$ cat config.mk
export PLATFORM = sky130hd
export DESIGN_NAME = segmented_adder_controller
export DESIGN_NICKNAME = d
export VERILOG_FILES = /design/src/rtl/adder_pkg.sv /design/src/rtl/lookahead_carry_unit.sv /design/src/rtl/segmented_adder_controller.sv
export SDC_FILE = /design/constraint.sdc
export NUM_CORES = 1
export LEC_CHECK = 0
export BUFFER_PORTS_ARGS = -buffer_cell sky130_fd_sc_hd__buf_4
export CORE_ASPECT_RATIO = 1.25
export CORE_UTILIZATION = 50
export CTS_CLUSTER_DIAMETER = 60
export DETAILED_ROUTE_END_ITERATION = 10
export PLACE_DENSITY = 0.74
export SYNTH_ARGS = -nofsm -noshare
export SYNTH_HDL_FRONTEND = slang
export SYNTH_SLANG_ARGS = --single-unit
export TNS_END_PERCENT = 10
$ cat constraint.sdc
create_clock -name clk -period 4 [get_ports clk]
set_input_delay 0.4 -clock clk [delete_from_list [all_inputs] [get_ports clk]]
set_output_delay 0.4 -clock clk [all_outputs]
set_load 0.1 [all_outputs]
$ cat src/rtl/adder_pkg.sv
`default_nettype none
// ============================================================================
//  Module   : adder_pkg
//  Brief    : Shared state encodings and default geometry for the segmented
//             adder controller and its lookahead carry datapath.
//  Revision : 1.0 - initial release
// ============================================================================
package adder_pkg;

    localparam int c_DEFAULT_WIDTH    = 8;
    localparam int c_DEFAULT_SEGMENTS = 4;

    typedef enum logic [1:0] {
        ST_IDLE = 2'd0,
        ST_RUN  = 2'd1,
        ST_DONE = 2'd2
    } state_t;

endpackage : adder_pkg
`default_nettype wire

$ cat src/rtl/lookahead_carry_unit.sv
`default_nettype none
// ============================================================================
//  Module   : lookahead_carry_unit
//  Brief    : Combinational carry-lookahead for one WIDTH-bit segment. Produces
//             the carry into every bit position plus the segment carry out.
//             Each carry is the flattened generate/propagate expression rather
//             than a ripple chain.
//  Revision : 1.0 - initial release
// ============================================================================
module lookahead_carry_unit
    import adder_pkg::*;
#(
    parameter int WIDTH = c_DEFAULT_WIDTH
) (
    input  logic [WIDTH-1:0] a,
    input  logic [WIDTH-1:0] b,
    input  logic             carry_in,
    output logic [WIDTH-1:0] carries,
    output logic             carry_out
);

    logic [WIDTH-1:0] w_gen;
    logic [WIDTH-1:0] w_prop;
    logic [WIDTH:0]   w_c;

    assign w_gen  = a & b;
    assign w_prop = a ^ b;
    assign w_c[0] = carry_in;

    // c[i] = OR over j<i of (g[j] & p[j+1..i-1]), plus carry_in & p[0..i-1]
    for (genvar i = 1; i <= WIDTH; i++) begin : g_carry
        logic [i:0] w_terms;
        for (genvar j = 0; j < i; j++) begin : g_term
            if (j == i - 1) begin : g_direct
                assign w_terms[j] = w_gen[j];
            end else begin : g_chain
                assign w_terms[j] = w_gen[j] & (&w_prop[i-1:j+1]);
            end
        end
        assign w_terms[i] = carry_in & (&w_prop[i-1:0]);
        assign w_c[i]     = |w_terms;
    end

    assign carries   = w_c[WIDTH-1:0];
    assign carry_out = w_c[WIDTH];

endmodule : lookahead_carry_unit
`default_nettype wire

$ cat src/rtl/segmented_adder_controller.sv
`default_nettype none
// ============================================================================
//  Module   : segmented_adder_controller
//  Brief    : Multi-cycle N-bit adder (N = WIDTH*SEGMENTS). Operands are
//             latched on accept, then one WIDTH-bit segment is summed per
//             cycle through a single lookahead carry unit, LSB segment first,
//             with the segment carry chained through a register. The result
//             is held in DONE until the consumer takes it.
//  Revision : 1.0 - initial release
// ============================================================================
module segmented_adder_controller
    import adder_pkg::*;
#(
    parameter int WIDTH    = c_DEFAULT_WIDTH,
    parameter int SEGMENTS = c_DEFAULT_SEGMENTS
) (
    input  logic                      clk,
    input  logic                      rst,
    input  logic                      in_valid,
    output logic                      in_ready,
    input  logic [WIDTH*SEGMENTS-1:0] a,
    input  logic [WIDTH*SEGMENTS-1:0] b,
    input  logic                      carry_in,
    output logic                      out_valid,
    input  logic                      out_ready,
    output logic [WIDTH*SEGMENTS-1:0] sum,
    output logic                      carry_out,
    output logic                      overflow,
    output logic                      busy
);

    localparam int c_N     = WIDTH * SEGMENTS;
    localparam int c_IDX_W = (SEGMENTS > 1) ? $clog2(SEGMENTS) : 1;
    localparam logic [c_IDX_W-1:0] c_LAST_IDX = c_IDX_W'(SEGMENTS - 1);

    state_t             r_state;
    state_t             w_next_state;
    logic               w_accept;
    logic               w_last;

    logic [c_N-1:0]     r_a;
    logic [c_N-1:0]     r_b;
    logic [c_N-1:0]     r_sum;
    logic [c_IDX_W-1:0] r_idx;
    logic               r_carry;
    logic               r_cout;
    logic               r_ovf;

    logic [WIDTH-1:0]   w_seg_a;
    logic [WIDTH-1:0]   w_seg_b;
    logic [WIDTH-1:0]   w_seg_carries;
    logic [WIDTH-1:0]   w_seg_sum;
    logic               w_seg_cout;

    assign w_last = (r_idx == c_LAST_IDX);

    // State register; reset wins over any accept or handoff
    always_ff @(posedge clk) begin
        if (rst) begin
            r_state <= ST_IDLE;
        end else begin
            r_state <= w_next_state;
        end
    end

    // Next-state decode and handshake outputs
    always_comb begin
        w_next_state = r_state;
        w_accept     = 1'b0;
        in_ready     = 1'b0;
        out_valid    = 1'b0;
        busy         = 1'b1;
        case (r_state)
            ST_IDLE: begin
                in_ready = 1'b1;
                busy     = 1'b0;
                w_accept = in_valid;
                if (in_valid) begin
                    w_next_state = ST_RUN;
                end
            end
            ST_RUN: begin
                if (w_last) begin
                    w_next_state = ST_DONE;
                end
            end
            ST_DONE: begin
                out_valid = 1'b1;
                if (out_ready) begin
                    w_next_state = ST_IDLE;
                end
            end
            default: begin
                w_next_state = ST_IDLE;
            end
        endcase
    end

    // Current segment of each operand, selected by the segment index
    assign w_seg_a   = r_a[r_idx*WIDTH +: WIDTH];
    assign w_seg_b   = r_b[r_idx*WIDTH +: WIDTH];
    assign w_seg_sum = w_seg_a ^ w_seg_b ^ w_seg_carries;

    lookahead_carry_unit #(
        .WIDTH (WIDTH)
    ) u_lcu (
        .a         (w_seg_a),
        .b         (w_seg_b),
        .carry_in  (r_carry),
        .carries   (w_seg_carries),
        .carry_out (w_seg_cout)
    );

    // Operand capture on accept, then one segment per RUN cycle; flags are
    // taken from the final segment, whose bit WIDTH-1 carry is the MSB carry-in
    always_ff @(posedge clk) begin
        if (rst) begin
            r_a     <= '0;
            r_b     <= '0;
            r_sum   <= '0;
            r_idx   <= '0;
            r_carry <= 1'b0;
            r_cout  <= 1'b0;
            r_ovf   <= 1'b0;
        end else if (w_accept) begin
            r_a     <= a;
            r_b     <= b;
            r_idx   <= '0;
            r_carry <= carry_in;
        end else if (r_state == ST_RUN) begin
            r_sum[r_idx*WIDTH +: WIDTH] <= w_seg_sum;
            r_carry                     <= w_seg_cout;
            if (w_last) begin
                r_idx  <= '0;
                r_cout <= w_seg_cout;
                r_ovf  <= w_seg_carries[WIDTH-1] ^ w_seg_cout;
            end else begin
                r_idx  <= r_idx + c_IDX_W'(1);
            end
        end
    end

    assign sum       = r_sum;
    assign carry_out = r_cout;
    assign overflow  = r_ovf;

endmodule : segmented_adder_controller
`default_nettype wire

# ---- Yosys cells after proc, flatten, opt, wreduce, memory -nomap -nowiden
# Cells that the tools add are included.
dict set report classes {
  addsub 2
  shifts 4
  eq_ne 6
  n_mux 12
  n_reduce_logical 42
  bitwise_logic 41
}
# operator count
set op_table {}
lappend op_table {{$shiftx 32x6->8} 2}
lappend op_table {{$and 1x1->1} 36}
lappend op_table {{$neg 5->34} 1}
lappend op_table {{$shift 8x34->32 const A} 1}
lappend op_table {{$shiftx 8x34->32} 1}
lappend op_table {{$bwmux 32} 1}
lappend op_table {{$reduce_and 3->1} 8}
lappend op_table {{$reduce_and 4->1} 5}
lappend op_table {{$reduce_and 5->1} 4}
lappend op_table {{$reduce_and 6->1} 3}
lappend op_table {{$reduce_and 2->1} 8}
lappend op_table {{$xor 8x8->8} 2}
lappend op_table {{$reduce_and 7->1} 2}
lappend op_table {{$reduce_or 9->1} 1}
lappend op_table {{$and 8x8->8} 1}
lappend op_table {{$mux 2} 4}
lappend op_table {{$reduce_and 8->1} 1}
lappend op_table {{$reduce_or 8->1} 1}
lappend op_table {{$reduce_or 7->1} 1}
lappend op_table {{$mux 1} 6}
lappend op_table {{$ne 2x2->1 const B} 3}
lappend op_table {{$pmux 2 s3} 1}
lappend op_table {{$reduce_or 6->1} 1}
lappend op_table {{$reduce_or 5->1} 1}
lappend op_table {{10 further kinds} 12}
dict set report totals {
  register_bits 103
  word_cells 115
  inputBits 69
  out_inout_bits 37
}

# ---- Logic depth before layout (Yosys ltp)
# Gate-level depths: netlist of run 1.
dict set report depth {
  ltp_word 8
  ltp_mapped 9
}

# ---- Hierarchy
# A second synthesis of run 1 with hierarchy kept.
dict set report unflattened {
  hier_cells 457
  hier_area_um2 4394.2
}
# module area_per_inst_um2 instances cells_each seq_area_each_um2
set by_module_without_submodules {}
lappend by_module_without_submodules {segmented_adder_controller 4164.0 1 431 2062.0}
lappend by_module_without_submodules {lookahead_carry_unit 230.2 1 26 0.0}

# ---- Least setup slack after synthesis of run 1
# Ideal clock, no wire load.
dict set report synth_timing {
  kind {register to register}
  start {reg r_idx[0]}
  end {reg r_cout (netlist: carry_out)}
  setup_time_ns 0.122
  required_time_ns 3.878
  setup_slack_ns 0.934
  t_arrival_ns 2.944
  path_stages_with_launch 10
  path_buffers 2
  cell_sequence {dfxtp_1 > buf_2 > buf_2 > mux4_2 > ha_1 > a311oi_2 > o22ai_2 > a221o_1 > a21oi_1 > a21oi_1}
}
dict set report synth_via {
  elab_chain_len 5
}
# element line_no
set synth_lines {}
lappend synth_lines {{from (decl)} segmented_adder_controller.sv:44} ;# logic [c_IDX_W-1:0] r_idx;
lappend synth_lines {{from (signal assigned)} segmented_adder_controller.sv:138} ;# r_idx <= r_idx + c_IDX_W'(1);
lappend synth_lines {{$shiftx 32x6->8 (on tied branches)} {segmented_adder_controller.sv:100, segmented_adder_controller.sv:101}}
lappend synth_lines {{$xor 8x8->8} lookahead_carry_unit.sv:27} ;# assign w_prop = a ^ b;
lappend synth_lines {{$reduce_and 8->1 (tied with other cells)} lookahead_carry_unit.sv:40} ;# assign w_terms[i] = carry_in & (&w_prop[i-1:0]);
lappend synth_lines {{$and 1x1->1 (on tied branches)} {lookahead_carry_unit.sv:40, lookahead_carry_unit.sv:37}}
lappend synth_lines {{$reduce_or 9->1} lookahead_carry_unit.sv:41} ;# assign w_c[i] = |w_terms;
lappend synth_lines {{to (signal assigned)} segmented_adder_controller.sv:135} ;# r_cout <= w_seg_cout;
lappend synth_lines {{to (decl)} segmented_adder_controller.sv:46} ;# logic r_cout;
# Parallel ways exist; a longest one is shown, timed or not.
# A chain may end at the register's enable or synchronous reset.

# ---- Worst setup path after layout of run 1
dict set report layout_timing {
  start {reg r_idx[0]}
  end {reg r_ovf (netlist: overflow)}
}
dict set report layout_via {
  elab_chain_len 6
}
# element line_no
set layout_lines {}
lappend layout_lines {{$shiftx 32x6->8 (on tied branches)} {segmented_adder_controller.sv:100, segmented_adder_controller.sv:101}}
lappend layout_lines {{$xor 8x8->8} lookahead_carry_unit.sv:27}
lappend layout_lines {{$reduce_and 8->1 (tied with other cells)} lookahead_carry_unit.sv:40}
lappend layout_lines {{$and 1x1->1 (on tied branches)} {lookahead_carry_unit.sv:40, lookahead_carry_unit.sv:37}}
lappend layout_lines {{$reduce_or 9->1 / $reduce_or 8->1 (equally long branches)} lookahead_carry_unit.sv:41}
lappend layout_lines {{$xor 1x1->1} segmented_adder_controller.sv:136} ;# r_ovf <= w_seg_carries[WIDTH-1] ^ w_seg_cout;
lappend layout_lines {{to (signal assigned)} segmented_adder_controller.sv:136}
lappend layout_lines {{to (decl)} segmented_adder_controller.sv:47} ;# logic r_ovf;
# Parallel ways exist; a longest one is shown, timed or not.

==> impl_metrics.tcl, run 1 <==
set metrics [dict create \
    num_io_pins 106 \
    worstPathMaxFanout 13 \
    fmax_mhz 313.6 \
    core_um2 8748 \
    period_minus_slack_ps 3188 \
    die_area_um2 9461 \
    finalMaxSlewViolations 0 \
    grt_overflow 0 \
    initial_core_util_pct 51.86 \
    ys.warnings.count 0 \
    n_fill_cell 792 \
    cts_resized 0 \
    synth_top_family_by_area "simple AND/OR/NAND/NOR gates" \
    required_ps 4250 \
    synth_edf_count 0 \
    drt-pass1-iter-count 4 \
    cts_setup_buffers 0 \
    clock_tree.root_cell "clkbuf_8" \
    finalHoldViolations 0 \
    placementRows 38 \
    die-height_um 108.5 \
    status "completed" \
    relSlewSlack_pct 24.73 \
    synth-xor-area-share_pct 0.9653 \
    antenna_found_initial 0 \
    cp_slowest_cell "dfxtp_1" \
    grt.total_usage_pct 23.83 \
    ys_seq_area_share_pct 45.45 \
    worst_setup_path_start_kind "register" \
    worst_slew_pin_slew_ps 1125 \
    path_class "register to register" \
    syn_inst 509 \
    grt_pass1_wl_mm 17.27 \
    ctsHoldBuffers 0 \
    fin_area_um2 5568 \
    route.detailed.drc 0 \
    place_area_um2 5371 \
    wl_mm 10.67 \
    clk_latency_ps 360 \
    cap_viol_max_count 0 \
    die_x_um 87.20 \
    h-tree-depth 3 \
    drtIter0Drc 192 \
    crit_arrival_ps 3440 \
    multi_input_area_um2 2300 \
    drive_above_1_share_pct 26.62 \
    critPathMaxStageDelay_ps 850 \
    final_antenna_net_count 0 \
    muxShareOfSynthArea_pct 7.943 \
    cts_tree "done" \
    synth-compound-area-share_pct 16.60 \
    antenna_cells 0 \
    crit_path_cell_trace "buf_4, mux4_2, ha_1, a21oi_1, o22ai_2, a221oi_2, or3_1, a31oi_1" \
    hold_path_class "input pin to register" \
    grt_max_degree 97 \
    synthTopCellsByArea "dfxtp_1 (45%), nand2_1 (11%), a21oi_1 (8.2%)" \
    rsz0062_at_grt "no" \
    vias 3888 \
    syn2layout_area_growth_pct 22.72 \
    ctsLongestPathBuffers 2 \
    yosys.area.top_type_share_pct 45.45 \
    syn_area_um2 4537 \
    regArea_um2 2062 \
    min_period_over_period_pct 79.71 \
    finalSetupViolCount 0 \
    via_per_inst 5.393 \
    syn_avg_cell_area_um2 8.913 \
    power.density_nw_per_um2 376.6 \
    p_leak_nw 2.333 \
    numCtsBuffers 9 \
    syn_nets 593 \
    synth_commonest_cells "nand2_1 (135), dfxtp_1 (103), a21oi_1 (74), nor2_1 (25), nand3_1 (24)" \
    grt_pass1_vias 3525 \
    gp_congestion 0.8110 \
    portBuffers 105 \
    synthArstFlopShare_pct 0 \
    critPathCaptureType "register" \
    dp_hpwl_mm 7.708 \
    wire_per_inst_um 14.80 \
    clk_pin_slew_ps 90 \
    yosys.area_share.adder_pct 4.302 \
    skew_ps 7.166 \
    yosys.cell_count.top_type "nand2_1" \
    synth_ff_type "dfxtp_1" \
    cts_sinks 103 \
    yosysTopAreaCell "dfxtp_1" \
    final.setup.tns_ps 0 \
    fin_nets 681 \
    peakVddDrop_mv 0.1787 \
    synth_cell_types 46 \
    yosys.area_share.simple_pct 20.79 \
    synth.ff_latch_count 103 \
]
==> stage by stage <==
step | util (%) | hold WS, ps | total power (W) | worst slack, ps | cells
6_report | 63.64 | 273.4 | 0.002097 | 811.5 | 721
5_1_grt | 63.64 | 261.7 | 0.002186 | 565.5 | 721
4_1_cts | 63.64 | 254.1 | 0.002105 | 768.2 | 721
3_5_place_dp | 61.40 | 443.5 | 0.001469 | 823.2 | 706
3_3_place_gp | 61.40 | 440.1 | 0.001460 | 920.9 | 706
2_1_floorplan | - | 433.1 | 0.001355 | 934.1 | 509
==> cell families (layout without fill, tap and decap cells) <==
group           count (synthesis)  after routing
xor+xnor                        5              5
fa+ha+maj                      15             15
compound gates                119            119
flops                         103            103
mux                            16             16
buf+inv                        43            135
simple gates                  208            208
==> flip-flops by register name (all words and copies together), names as in the netlist <==
name / cells
carry_out: 1
r_carry: 1
r_idx: 2
overflow: 1
sum: 32
r_b: 32
r_a: 32
r_state: 2
==> power by group <==
group          switching [W]  internal (W)  leakage (nW)
Clock               0.000347      0.000303        0.0944
Combinational       0.000211      0.000133          1.40
Sequential         0.0000318       0.00107         0.840
==> routing by layer <==
metal | up-vias | track usage, % | wire length (um)
met5 | - | 0 | 0
met4 | 0 | 7.611 | 149
met3 | 12 | 3.740 | 510
met2 | 125 | 40.21 | 5343
met1 | 1819 | 31.23 | 4670
li1 | 1932 | - | -
==> cells in the final DEF, fill, tap and decap left out, types with 2 or more instances in the layout <==
cell type / instances
dfxtp_1: 103
nand3_1: 24
a21oi_1: 74
a31oi_1: 2
ha_1: 14
nor2b_1: 3
o31ai_2: 4
and2_1: 2
nand2_1: 134
o31ai_1: 2
xor2_1: 2
clkinvlp_4: 2
inv_1: 11
a22oi_1: 17
nor3_1: 2
a32o_1: 4
clkbuf_8: 10
mux4_2: 16
nor4b_4: 2
o21ai_0: 4
nand2_4: 3
or2b_1: 2
buf_4: 109
nor2_1: 25
a21o_1: 3
xnor2_1: 3
==> critical path, delay by kind of cell (launching register included) <==
| family | cells | cell delay, ps |
|---|---|---|
| adder cells (fa/ha/maj) | 1 | 340 |
| flip-flops | 1 | 850 |
| buffers and inverters | 1 | 300 |
| multiplexers | 1 | 510 |
| AND/OR/NAND/NOR | 1 | 180 |
| AO/OA/AOI/OAI | 4 | 890 |
==> area by class of cell <==
class                      count  share of cell area (%)
inverter                      11                  0.7416
clock inverter                 5                   1.056
tap                          120                   2.697
sequential                   103                   37.03
clock buffer                  10                   2.472
timing repair buffer         109                   14.70
multi-input combinational    363                   41.30
==> final timing paths <==
kind / to / depth (start not counted) / startpoint / slack [ps]
min: r_b[20] / 3 / b[20] / 270
max reg2reg: overflow / 8 / r_idx[0] / 810
min reg2reg: r_a[29] / 2 / r_a[29] / 460
max: overflow / 8 / r_idx[0] / 810
Power figures use the tool's default switching activity.
==> inputs of run 2 (changes only) <==
- clock period: 4 -> 3.15 ns (I/O delays scaled with it)
==> run 2 against run 1 <==
Compared with the run above: clock skew rose by 2.8 ps; sequential share of layout area down 0.15 points; sequential power grew 27%; largest power group unchanged; first-iteration DRC count fell by 33%; non-clock buffer count grew 2; flip-flop and latch count did not move; worst setup slack worse by 420 ps; utilization increased by 0.26 points; fmax rose by 16%; die area stayed put; highest routed layer unchanged; worst hold slack got worse by 100 ps.
==> impl_metrics.tcl, run 2 (synthesis results as in run 1) <==
set metrics [dict create \
    status "completed" \
    setup_slack_ps 396.2 \
    portBuffers 105 \
    h-tree-depth 3 \
    cp_slowest_cell "mux4_2" \
    path_class "register to register" \
    grt_pass1_wl_mm 16.87 \
    drtIter0Drc 128 \
    num_io_pins 106 \
    die_area_um2 9461 \
    antenna_cells 0 \
    gp_congestion 0.8594 \
    fmax_mhz 363.1 \
    fin_nets 683 \
    cts_tree "done" \
    wire_per_inst_um 14.65 \
    period_minus_slack_ps 2754 \
    min_period_over_period_pct 87.42 \
    min_from "b[21]" \
    relSlewSlack_pct 27.14 \
    ctsHoldBuffers 0 \
    clock_tree.root_cell "clkbuf_8" \
    required_ps 3410 \
    cts_setup_buffers 0 \
    clk_pin_slew_ps 100 \
    placementRows 38 \
    worstPathMaxFanout 10 \
    wl_mm 10.61 \
    critPathCaptureType "register" \
    drive_above_1_share_pct 26.99 \
    r2r-start "r_idx[0]" \
    final.setup.tns_ps 0 \
    finalSetupViolCount 0 \
    worstSetupStartpoint "r_idx[0]" \
    final_cell_mix "nand2_1 (134), buf_4 (111), dfxtp_1 (103)" \
    rsz0062_at_grt "no" \
    core_um2 8748 \
    via_per_inst 5.358 \
    die_x_um 87.20 \
    route.detailed.drc 0 \
    skew_ps 10.01 \
    syn2layout_area_growth_pct 23.22 \
    grt.total_usage_pct 23.42 \
    crit_arrival_ps 3010 \
    final_antenna_net_count 0 \
    drt-pass1-iter-count 6 \
    pre_cts_ws_ps 414.5 \
    crit_path_cell_trace "buf_4, mux4_2, ha_1, a311oi_2, o22ai_2, a221oi_2, or3_1, a31oi_1" \
    critPathMaxStageDelay_ps 520 \
    peakVddDrop_mv 0.2607 \
    p_leak_nw 2.351 \
    finalHoldViolations 0 \
    cts_sinks 103 \
    finalMaxSlewViolations 0 \
    layout_commonest_cell "nand2_1" \
    worst_setup_path_start_kind "register" \
    clk_latency_ps 380 \
    grt_max_degree 66 \
    cts_resized 0 \
    critical_path.top_delay_family "compound AO/OA/AOI/OAI gates" \
    grt_overflow 0 \
    antenna_found_initial 0 \
    cp_num_buf_inv 1 \
    power.density_nw_per_um2 481.0 \
    totalPowerFinal_w 0.002689 \
    die-height_um 108.5 \
    numCtsBuffers 9 \
    hold_path_class "input pin to register" \
    initial_core_util_pct 51.86 \
    dp_hpwl_mm 7.939 \
    vias 3879 \
    worst_slew_pin_slew_ps 1089 \
    ctsLongestPathBuffers 2 \
    grt_pass1_vias 3619 \
    cap_viol_max_count 0 \
]
## run 2: final timing paths
| check | slack, ps | to | cells after the start |
|---|---|---|---|
| max | 400 | overflow | 8 |
| max reg2reg | 400 | overflow | 8 |
| min | 170 | r_b[21] | 3 |
| min reg2reg | 460 | r_a[4] | 2 |
## run 2: worst register-to-register path, delay by kind of cell, from the launching register on
family	cells	cell delay [ps]
muxes	1	530
AOI/OAI and AO/OA	4	1010
buffers and inverters	1	210
and+or+nand+nor	1	180
DFF	1	340
adders and majority gates	1	370
## run 2: final cells by class
| cell class | count | area, um2 |
|---|---|---|
| Inverter | 11 | 41.29 |
| Fill cell | 802 | 3158 |
| Clock inverter | 7 | 80.08 |
| Sequential cell | 103 | 2062 |
| Clock buffer | 9 | 123.9 |
| Tap cell | 120 | 150.1 |
| Timing Repair Buffer | 111 | 833.3 |
| Multi-Input combinational cell | 363 | 2300 |
## run 2: routing by layer
metal	global-route usage [%]	part of all wire [%]
met3	3.053	4.4
met5	0	0
met2	40.89	51
met4	11.83	2.4
met1	28.09	42
## run 2: power breakdown
group / internal (W) / switching (W)
sequential: 0.00136 / 0.0000353
combinational: 0.000171 / 0.000273
clock: 0.000378 / 0.000471
total: 0.00191 / 0.000780
## run 2: through the flow
| step | util [%] | hold WS (ps) | instance area (um2) | instances |
|---|---|---|---|---|
| after global placement | 61.57 | 440.1 | 5386 | 708 |
| after detailed placement | 61.57 | 447.5 | 5386 | 708 |
| final | 63.90 | 172.6 | 5590 | 724 |
| after floorplan | - | 433.1 | 4537 | 509 |
| after global routing | 63.90 | 170.8 | 5590 | 724 |
| after CTS | 63.90 | 165.8 | 5590 | 724 |
